[src/rtl/fetch_unit.sv]
// Instruction fetch: holds the PC, issues one outstanding imem word request and queues {pc, word} for decode.
// Latency: one cycle minimum from imem_ack to inst_valid; a redirect takes effect on the next cycle.
// Backpressure: a full queue or halt stops new requests; the queue head is held while decode is not ready.
module fetch_unit #(
  parameter logic [31:0] RESET_PC   = 32'h0000_0000,
  parameter int          FIFO_DEPTH = 2,
  parameter logic [31:0] NOP_INST   = 32'h0000_0013
) (
  input  logic        clock,
  input  logic        reset,
  input  logic        ctrl_fetch,
  input  logic [31:0] new_pc,
  input  logic        halt,
  output logic        imem_req,
  output logic [31:0] imem_addr,
  input  logic        imem_ack,
  input  logic [31:0] imem_rdata,
  output logic        inst_valid,
  output logic [31:0] inst,
  output logic [31:0] inst_pc,
  input  logic        inst_ready
);

  localparam int PW = (FIFO_DEPTH > 1) ? $clog2(FIFO_DEPTH) : 1;
  localparam int CW = PW + 1;

  // WAIT_DROP means the outstanding response belongs to a path abandoned by a redirect.
  typedef enum logic [1:0] {
    IDLE      = 2'd0,
    WAIT      = 2'd1,
    WAIT_DROP = 2'd2
  } state_t;

  state_t         r_state;
  logic [31:0]    r_pc;
  logic [31:0]    r_req_addr;
  logic [31:0]    r_q_pc   [FIFO_DEPTH];
  logic [31:0]    r_q_inst [FIFO_DEPTH];
  logic [PW-1:0]  r_rd_ptr;
  logic [PW-1:0]  r_wr_ptr;
  logic [CW-1:0]  r_count;

  logic           w_outstanding;
  logic           w_full;
  logic           w_empty;
  logic           w_issue;
  logic           w_push;
  logic           w_pop;
  logic [31:0]    w_redirect_pc;

  assign w_outstanding = (r_state != IDLE);
  assign w_full        = (r_count == CW'(FIFO_DEPTH));
  assign w_empty       = (r_count == '0);
  // A request is only started when its response is guaranteed a queue slot.
  assign w_issue       = !reset && !halt && !ctrl_fetch && !w_outstanding && !w_full;
  // Responses are kept only when the request is still on the current path.
  assign w_push        = imem_ack && (r_state == WAIT) && !ctrl_fetch;
  assign w_pop         = inst_valid && inst_ready;
  assign w_redirect_pc = new_pc & 32'hFFFF_FFFC;

  // Once raised, the request holds its address until the memory acknowledges it.
  assign imem_req   = !reset && (w_outstanding || w_issue);
  assign imem_addr  = w_outstanding ? r_req_addr : r_pc;

  assign inst_valid = !reset && !w_empty && !halt && !ctrl_fetch;
  assign inst       = inst_valid ? r_q_inst[r_rd_ptr] : NOP_INST;
  assign inst_pc    = inst_valid ? r_q_pc[r_rd_ptr]   : 32'h0000_0000;

  // Request tracking: issue, completion, and marking a wrong-path response for discard.
  always_ff @(posedge clock) begin
    if (reset) begin
      r_state    <= IDLE;
      r_req_addr <= RESET_PC;
    end else begin
      case (r_state)
        IDLE: begin
          if (w_issue) begin
            r_state    <= WAIT;
            r_req_addr <= r_pc;
          end
        end
        WAIT: begin
          if (imem_ack) begin
            r_state <= IDLE;
          end else if (ctrl_fetch) begin
            r_state <= WAIT_DROP;
          end
        end
        WAIT_DROP: begin
          if (imem_ack) begin
            r_state <= IDLE;
          end
        end
        default: r_state <= IDLE;
      endcase
    end
  end

  // Program counter: a redirect wins, otherwise advance past each accepted word.
  always_ff @(posedge clock) begin
    if (reset) begin
      r_pc <= RESET_PC;
    end else if (ctrl_fetch) begin
      r_pc <= w_redirect_pc;
    end else if (w_push) begin
      r_pc <= r_pc + 32'd4;
    end
  end

  // Queue bookkeeping: a redirect flushes everything, including this cycle's push and pop.
  always_ff @(posedge clock) begin
    if (reset || ctrl_fetch) begin
      r_rd_ptr <= '0;
      r_wr_ptr <= '0;
      r_count  <= '0;
    end else begin
      if (w_push) begin
        r_wr_ptr <= r_wr_ptr + PW'(1);
      end
      if (w_pop) begin
        r_rd_ptr <= r_rd_ptr + PW'(1);
      end
      case ({w_push, w_pop})
        2'b10:   r_count <= r_count + CW'(1);
        2'b01:   r_count <= r_count - CW'(1);
        default: r_count <= r_count;
      endcase
    end
  end

  // Queue storage: each entry pairs the fetched word with the address it came from.
  always_ff @(posedge clock) begin
    if (w_push) begin
      r_q_pc[r_wr_ptr]   <= r_req_addr;
      r_q_inst[r_wr_ptr] <= imem_rdata;
    end
  end

endmodule

[config.mk]
export PLATFORM = sky130hd
export DESIGN_NAME = fetch_unit
export DESIGN_NICKNAME = d
export VERILOG_FILES = /design/src/rtl/fetch_unit.sv
export SDC_FILE = /design/constraint.sdc
export NUM_CORES = 1
export LEC_CHECK = 0
export ABC_AREA = 1
export CAP_MARGIN = 10
export CELL_PAD_IN_SITES_DETAIL_PLACEMENT = 0
export CELL_PAD_IN_SITES_GLOBAL_PLACEMENT = 1
export CORE_MARGIN = 2
export CORE_UTILIZATION = 25
export CTS_CLUSTER_DIAMETER = 80
export DETAILED_ROUTE_END_ITERATION = 16
export PLACE_DENSITY = 0.61
export SLEW_MARGIN = 15
export SYNTH_ARGS = -nofsm -noshare
export SYNTH_HDL_FRONTEND = slang
export SYNTH_SLANG_ARGS = --single-unit
[constraint.sdc]
create_clock -name clock -period 5.2 [get_ports clock]
set_input_delay 0.52 -clock clock [delete_from_list [all_inputs] [get_ports clock]]
set_output_delay 0.52 -clock clock [all_outputs]
set_load 0.005 [all_outputs]
==> metrics.md <==
| Metric | Value |
|---|---|
| Syn Area/Cell | `9.109 µm²` |
| Top Ports | `168` |
| Predominant post-synthesis flop cell | `edfxtp_1` |
| Initial Utilization | `25.20%` |
| Most frequent cells in the layout | `nand2_1 (264), clkdlybuf4s50_1 (161), edfxtp_1 (124), a21oi_1 (117), inv_1 (71)` |
| Drt wl/cell | `15.35 µm` |
| Clk_lat worst skew | `about 420 ps` |
| Cells after Synth | `approximately 900` |
| Final WS setup | `1800 ps` |
| Number of diodes | `0` |
| Routed vias | `6,497` |
| #FFs+latches synth | `191` |
| CTS Root Cell | `clkbuf_16` |
| Min-delay src | `r_req_addr[14]` |
| R2r startpoint | `r_state[0]` |
| Sink Count | `roughly 190` |
| Hold Vio Cnt, Final | `0` |
| Detailed Routing Iterations Pass 1 | `4` |
| WL final | `23,420 µm` |
| Layout fillers | `3,523` |
| RSZ-0062 raised after global routing | `no` |
| Layout cells sized above 1 | `6.957%` |
| Worst slew pin tran | `slightly above 1000 ps` |
| Final period util | `about two thirds` |
| Synthesized area | `8408 µm²` |
| Multi-input gate area | `2869 µm²` |
| Worst Hold Depth | `0` |
| Post-place setup slack | `1763 ps` |
| Maximum VDD drop | `210.9 µV` |
| TritonCTS clock tree | `yes` |
| Req. time, crit path | `4680 ps` |
| DP Wirelength | `15,710 µm` |
| RD Place Congestion | `~0.8` |
| Remaining antenna violation count after routing | `0` |
| Vias per cell | `approximately 4.3` |
| Setup TNS | `0 ps` |
| Die Height | `187.4 µm` |
| Die W | `187.4 µm` |
| Total grt overflow | `0` |
| Deepest level of the CTS H-tree | `4` |
| First-pass GRT wire length | `~36,000 µm` |
| CTS Buf Count | `17` |
| Worst-path clk slew | `60 ps` |
| Yosys warns | `0` |
| Number of I/O port buffers | `161` |
| Worst r2r path cells | `5` |
| FP Rows | `67` |
| Postcts setup bufs | `0` |
| Final core occ | `between 30% and 40%` |
| Final min period | `between 3000 and 4000 ps` |
| DR DRC count | `0` |
| Post-CTS sizing | `0` |
| Crit path capture type | `output port` |
| Hold Crit Class | `flop to flop` |
| Global-route usage over all layers | `13.46%` |
| Lkg Pwr | `3.786 nW` |
| Initial antenna violation count | `0` |
| Max cap viols | `0` |
| FF-to-FF setup slack | `2960 ps` |
| Register Area | `~5100 µm²` |
| Die area | `35,120 µm²` |
| Asr flop ratio synth | `0%` |
| Status | `completed` |
| Critical path class | `input pin to output port` |
| Final setup fails | `0` |
| Fin Clk Skew | `13.59 ps` |
| Final #Nets | `~1,100` |
| Hold bufs inserted after CTS | `0` |
| CP max FO | `39` |
| Initial DRC Count | `254` |
| Clk buf depth | `2` |
| Syn-to-layout area delta | `31.44%` |
| Slew Limit Fails | `0` |
| Largest net degree at the start of global routing | `63` |
| Most common cell after layout, fill and taps aside | `nand2_1` |
| Pwr dens | `between 200 and 300 nW/µm²` |
| Crit start category | `input pin` |
| Worst rel slew slack | `31.91%` |
| Register area share after synthesis | `60.24%` |
| Post-synth cell types | `35` |
| Crit path from | `ctrl_fetch` |
| WP data arrival | `2880 ps` |
| Fmax achieved | `294.1 MHz` |
| Vias in the first global route | `6,343` |
| Core box area | `33,360 µm²` |
| Post-synth EDFFs | `124` |
final timing paths:
kind | end
worst min-delay path | r_q_pc[0][14]
worst max-delay path | inst_pc[22]
worst min register to register | r_q_pc[0][14]
worst max register to register | r_q_inst[0][21]
state kept, by name, summed over array words and instances (netlist names), named ones only:
signal      flops
r_q_pc         60
r_req_addr     30
r_wr_ptr        1
r_state         2
r_pc           30
r_q_inst       64
r_count         2
r_rd_ptr        1
worst max-delay path: stages:
cell and delay [ps]:
clkdlybuf4s50_1 440, nor2_2 280, inv_2 100, nor2_2 160
o21ai_4 220, buf_4 350, a21oi_1 240, clkdlybuf4s50_1 530
cells in the mapped netlist (6+ instances only):
master	count	area, µm²
a21oi_1	117	585.6
a31oi_1	7	43.79
buf_2	12	60.06
clkbuf_1	32	120.1
dfxtp_1	67	1341
edfxtp_1	124	3724
inv_1	71	266.5
nand2_1	264	991.0
nand2_2	6	37.54
nand3_1	27	135.1
nor2_1	53	198.9
nor2_2	12	75.07
o21ai_0	68	340.3
o21ai_1	10	50.05
xor2_1	7	61.31
cell type report:
type | instances | area share [%]
Clock buffer | 21 | 4.178
Clock inverter | 11 | 1.177
Inverter | 74 | 2.513
Multi-Input combinational cell | 610 | 25.96
Sequential cell | 191 | 45.84
Tap cell | 448 | 5.072
Timing Repair Buffer | 171 | 15.26
through the flow:
stage / total power (W) / hold WS, ps / area, µm² / cells
3_3_place_gp: 0.001924 / 433.7 / 10460 / 1494
4_1_cts: 0.003267 / 457.4 / 11050 / 1526
3_5_place_dp: 0.001927 / 439.1 / 10460 / 1494
2_1_floorplan: 0.001798 / 425.6 / 8419 / 926
6_report: 0.003206 / 453.5 / 11050 / 1526
5_1_grt: 0.003348 / 472.7 / 11050 / 1526
metal layers:
metal  track usage (%)  vias up  wire length [µm]  share of wire (%)
met2             22.81      144             11240                 48
met5                 0        -                 0                  0
met1             18.08     2995             11150                 48
met4             2.665        0               153               0.65
met3             2.383       11               880                3.8
li1                  -     3347                 -                  -
power by group:
group	switching [W]	total [W]	internal, W	leakage (nW)
Sequential	0.0000394	0.00168	0.00164	1.68
Combinational	0.000100	0.000209	0.000108	1.82
Clock	0.000572	0.00132	0.000744	0.289
cell families after synthesis:
group | Yosys count | share of synthesized area, %
other | 1 | 0.04460
AO/OA/AOI/OAI | 212 | 13.13
flip-flops | 191 | 60.24
XOR/XNOR | 12 | 1.250
adder cells (fa/ha/maj) | 2 | 0.2976
AND/OR/NAND/NOR | 380 | 18.91
buffers and inverters | 125 | 6.131
(Power assumes the default switching activity.)
==> edit: new RTL, same settings <==
Make the reset (`reset`) asynchronous in 2 clocked blocks.
--- a/src/rtl/fetch_unit.sv
+++ b/src/rtl/fetch_unit.sv
@@ -69,3 +69,3 @@
   // Request tracking: issue, completion, and marking a wrong-path response for discard.
-  always_ff @(posedge clock) begin
+  always_ff @(posedge clock or posedge reset) begin
     if (reset) begin
@@ -99,3 +99,3 @@
   // Program counter: a redirect wins, otherwise advance past each accepted word.
-  always_ff @(posedge clock) begin
+  always_ff @(posedge clock or posedge reset) begin
     if (reset) begin
Formal check against the unedited RTL: differs if reset is asserted again (counterexample within 4 cycles, from zero or initial values and one cycle with reset high); with reset held inactive, the same outputs for 4 cycles.
==> edit against the original RTL <==
Synthesized cell count down 3.0%. Setup slack worse by 0.10 ns. Sequential power up 9.5%. Area after synthesis up 3.0%. Register-to-register slack worse by 0.66 ns. Wire length up 2.1%. Cell area up 2.3%. Critical path depth unchanged. Total power up 9.8%. Non-clock buffer count down 2. Via count down 0.25%. Die area up 2.9%. Sequential cell count unchanged.
==> edit: results (changes against the original RTL) <==
[setup_path]
slowest_delay_ns=0.54
reg2regPathDepth=6  ; was 5
critPathLaunch=ctrl_fetch  ; unchanged
crit_family=buffers and inverters  ; unchanged
rrSetupSlack_ns=2.30  ; was 2.96 ns
regToRegEndpoint=r_q_pc[0][12]  ; was r_q_inst[0][21]
crit_arrival_ns=2.98  ; was 2.88 ns
worst_setup_path_start_kind=input pin  ; unchanged
crit_fanout=37  ; was 39
critPathCapture=inst_pc[13]  ; was inst_pc[22]
timing.rr.start=r_state[1]  ; was r_state[0]
cpMaxStageDelayCell=clkdlybuf4s50_1  ; unchanged

[timing]
setup_viol=0  ; unchanged
tightest_slew_ns=0.895  ; was 1.02 ns
skew_ns=0.0124  ; was 0.0136 ns
slew_viol_final=0  ; unchanged

[cells_and_area]
final_layout_size_suffix_gt1_share_pct=8.33  ; was 6.96%
antennaDiodeCount=0  ; unchanged
fill_cells=3504  ; was 3523
fin_nets=1115  ; was 1137
largestRegisters=r_q_inst x64, r_q_pc x60  ; unchanged

[pwr]
peakVddDrop_mv=0.224  ; was 0.211 mV
p_leak_nw=4.24  ; was 3.79 nW

[route]
dr.pass1.iters=8  ; was 4
drt_iter0_markers=392  ; was 254
routed_wl_um=23900  ; was 23400 um
viasPerCell=4.29  ; was 4.26

[global_routing]
grt_max_degree=64  ; was 63
antenna_found_initial=0  ; unchanged
grt_pass1_wl_um=36600  ; was 36500 um
grt_pass1_vias=6229  ; was 6343
grt-ovfl-total=0  ; unchanged
track_usage_pct=13.4  ; was 13.5%

[hold_path]
hold_path_class=flop to flop  ; unchanged
holdCritStartpoint=r_count[0]  ; was r_req_addr[14]
hold_end=r_count[0]  ; was r_q_pc[0][14]
hold_depth=2  ; was 0

[cts]
clk_pin_slew_ns=0.07
numCtsBuffers=17  ; unchanged
clk_latency_ns=0.43
postCtsSetupRepairBufs=0  ; unchanged
cts-root-buf=clkbuf_16  ; unchanged
cts-resized-gates=0  ; unchanged
htree_levels=4  ; unchanged

[synthesis]
ys_types=39  ; was 35
ys_warn_count=0  ; unchanged
synthTopCellsByCount=nand2_1 (313), edfxtp_1 (124), dfrtp_1 (62), o21ai_0 (61), a21oi_1 (58)  ; was nand2_1 (264), edfxtp_1 (124), a21oi_1 (117), inv_1 (71), o21ai_0 (68)
synth.area.top_cells=edfxtp_1 (43%), dfrtp_1 (18%), nand2_1 (14%)  ; was edfxtp_1 (44%), dfxtp_1 (16%), nand2_1 (12%)
synth_edf_count=124  ; unchanged
seq_area_frac_synth_pct=62.1  ; was 60.2%
synth_top_area_cell=edfxtp_1  ; unchanged
async_flop_share_pct=32.5  ; was 0%

[placed_design]
port_buffers=161  ; unchanged
hpwlAfterDp_um=16800  ; was 15700 um
place.gp.congestion=0.792  ; was 0.796

[run_status]
outcome=finished clean  ; unchanged

[run]
drv_cap=0  ; unchanged

-- edit: layout make-up --
cell class / instances / area (um2) / share of cell area [%]
clock inverters: 12 / 126 / 1.12
inverters: 56 / 210 / 1.86
flip-flops and latches: 191 / 5380 / 47.6
clock buffers: 20 / 457 / 4.04
well taps: 455 / 569 / 5.04
repair buffers: 169 / 1700 / 15.0
multi-input cells: 608 / 2870 / 25.4
-- edit: where the power goes --
part / total (mW) / leakage, nW / internal (mW) / switching (mW)
Combinational: 0.385 / 2.03 / 0.179 / 0.205
Clock: 1.30 / 0.287 / 0.701 / 0.599
Sequential: 1.84 / 1.93 / 1.73 / 0.104
-- edit: per-layer routing --
metal / vias to the layer above / GRT usage, % / share of wire (%)
li1: 3258 / - / -
met1: 3043 / 18.3 / 47
met2: 164 / 21.5 / 46
met3: 16 / 3.03 / 6.0
met4: 0 / 3.31 / 1.0
met5: - / 0 / 0
-- edit: cells by family (layout without fill, tap and decap cells) --
family          count (synthesis)  in the layout  synth area share (%)
simple gates                  439            439                  21.6
flops                         191            191                  62.1
compound gates                151            151                  9.71
buf+inv                        99            257                  5.10
xor+xnor                       12             12                  1.21
fa+ha+maj                       2              2                 0.289
other cells                     1              4                0.0433
-- edit: metrics by stage --
step | total power, mW | worst slack, ns | std cells | cell area [um2] | hold WS [ns]
after detailed placement | 2.26 | 1.59 | 1479 | 10700 | 0.484
after floorplan | 2.02 | 1.26 | 898 | 8670 | 0.442
after global routing | 3.68 | 1.52 | 1511 | 11300 | 0.511
final | 3.52 | 1.70 | 1511 | 11300 | 0.489
after CTS | 3.57 | 1.59 | 1511 | 11300 | 0.493
after global placement | 2.25 | 1.59 | 1479 | 10700 | 0.476
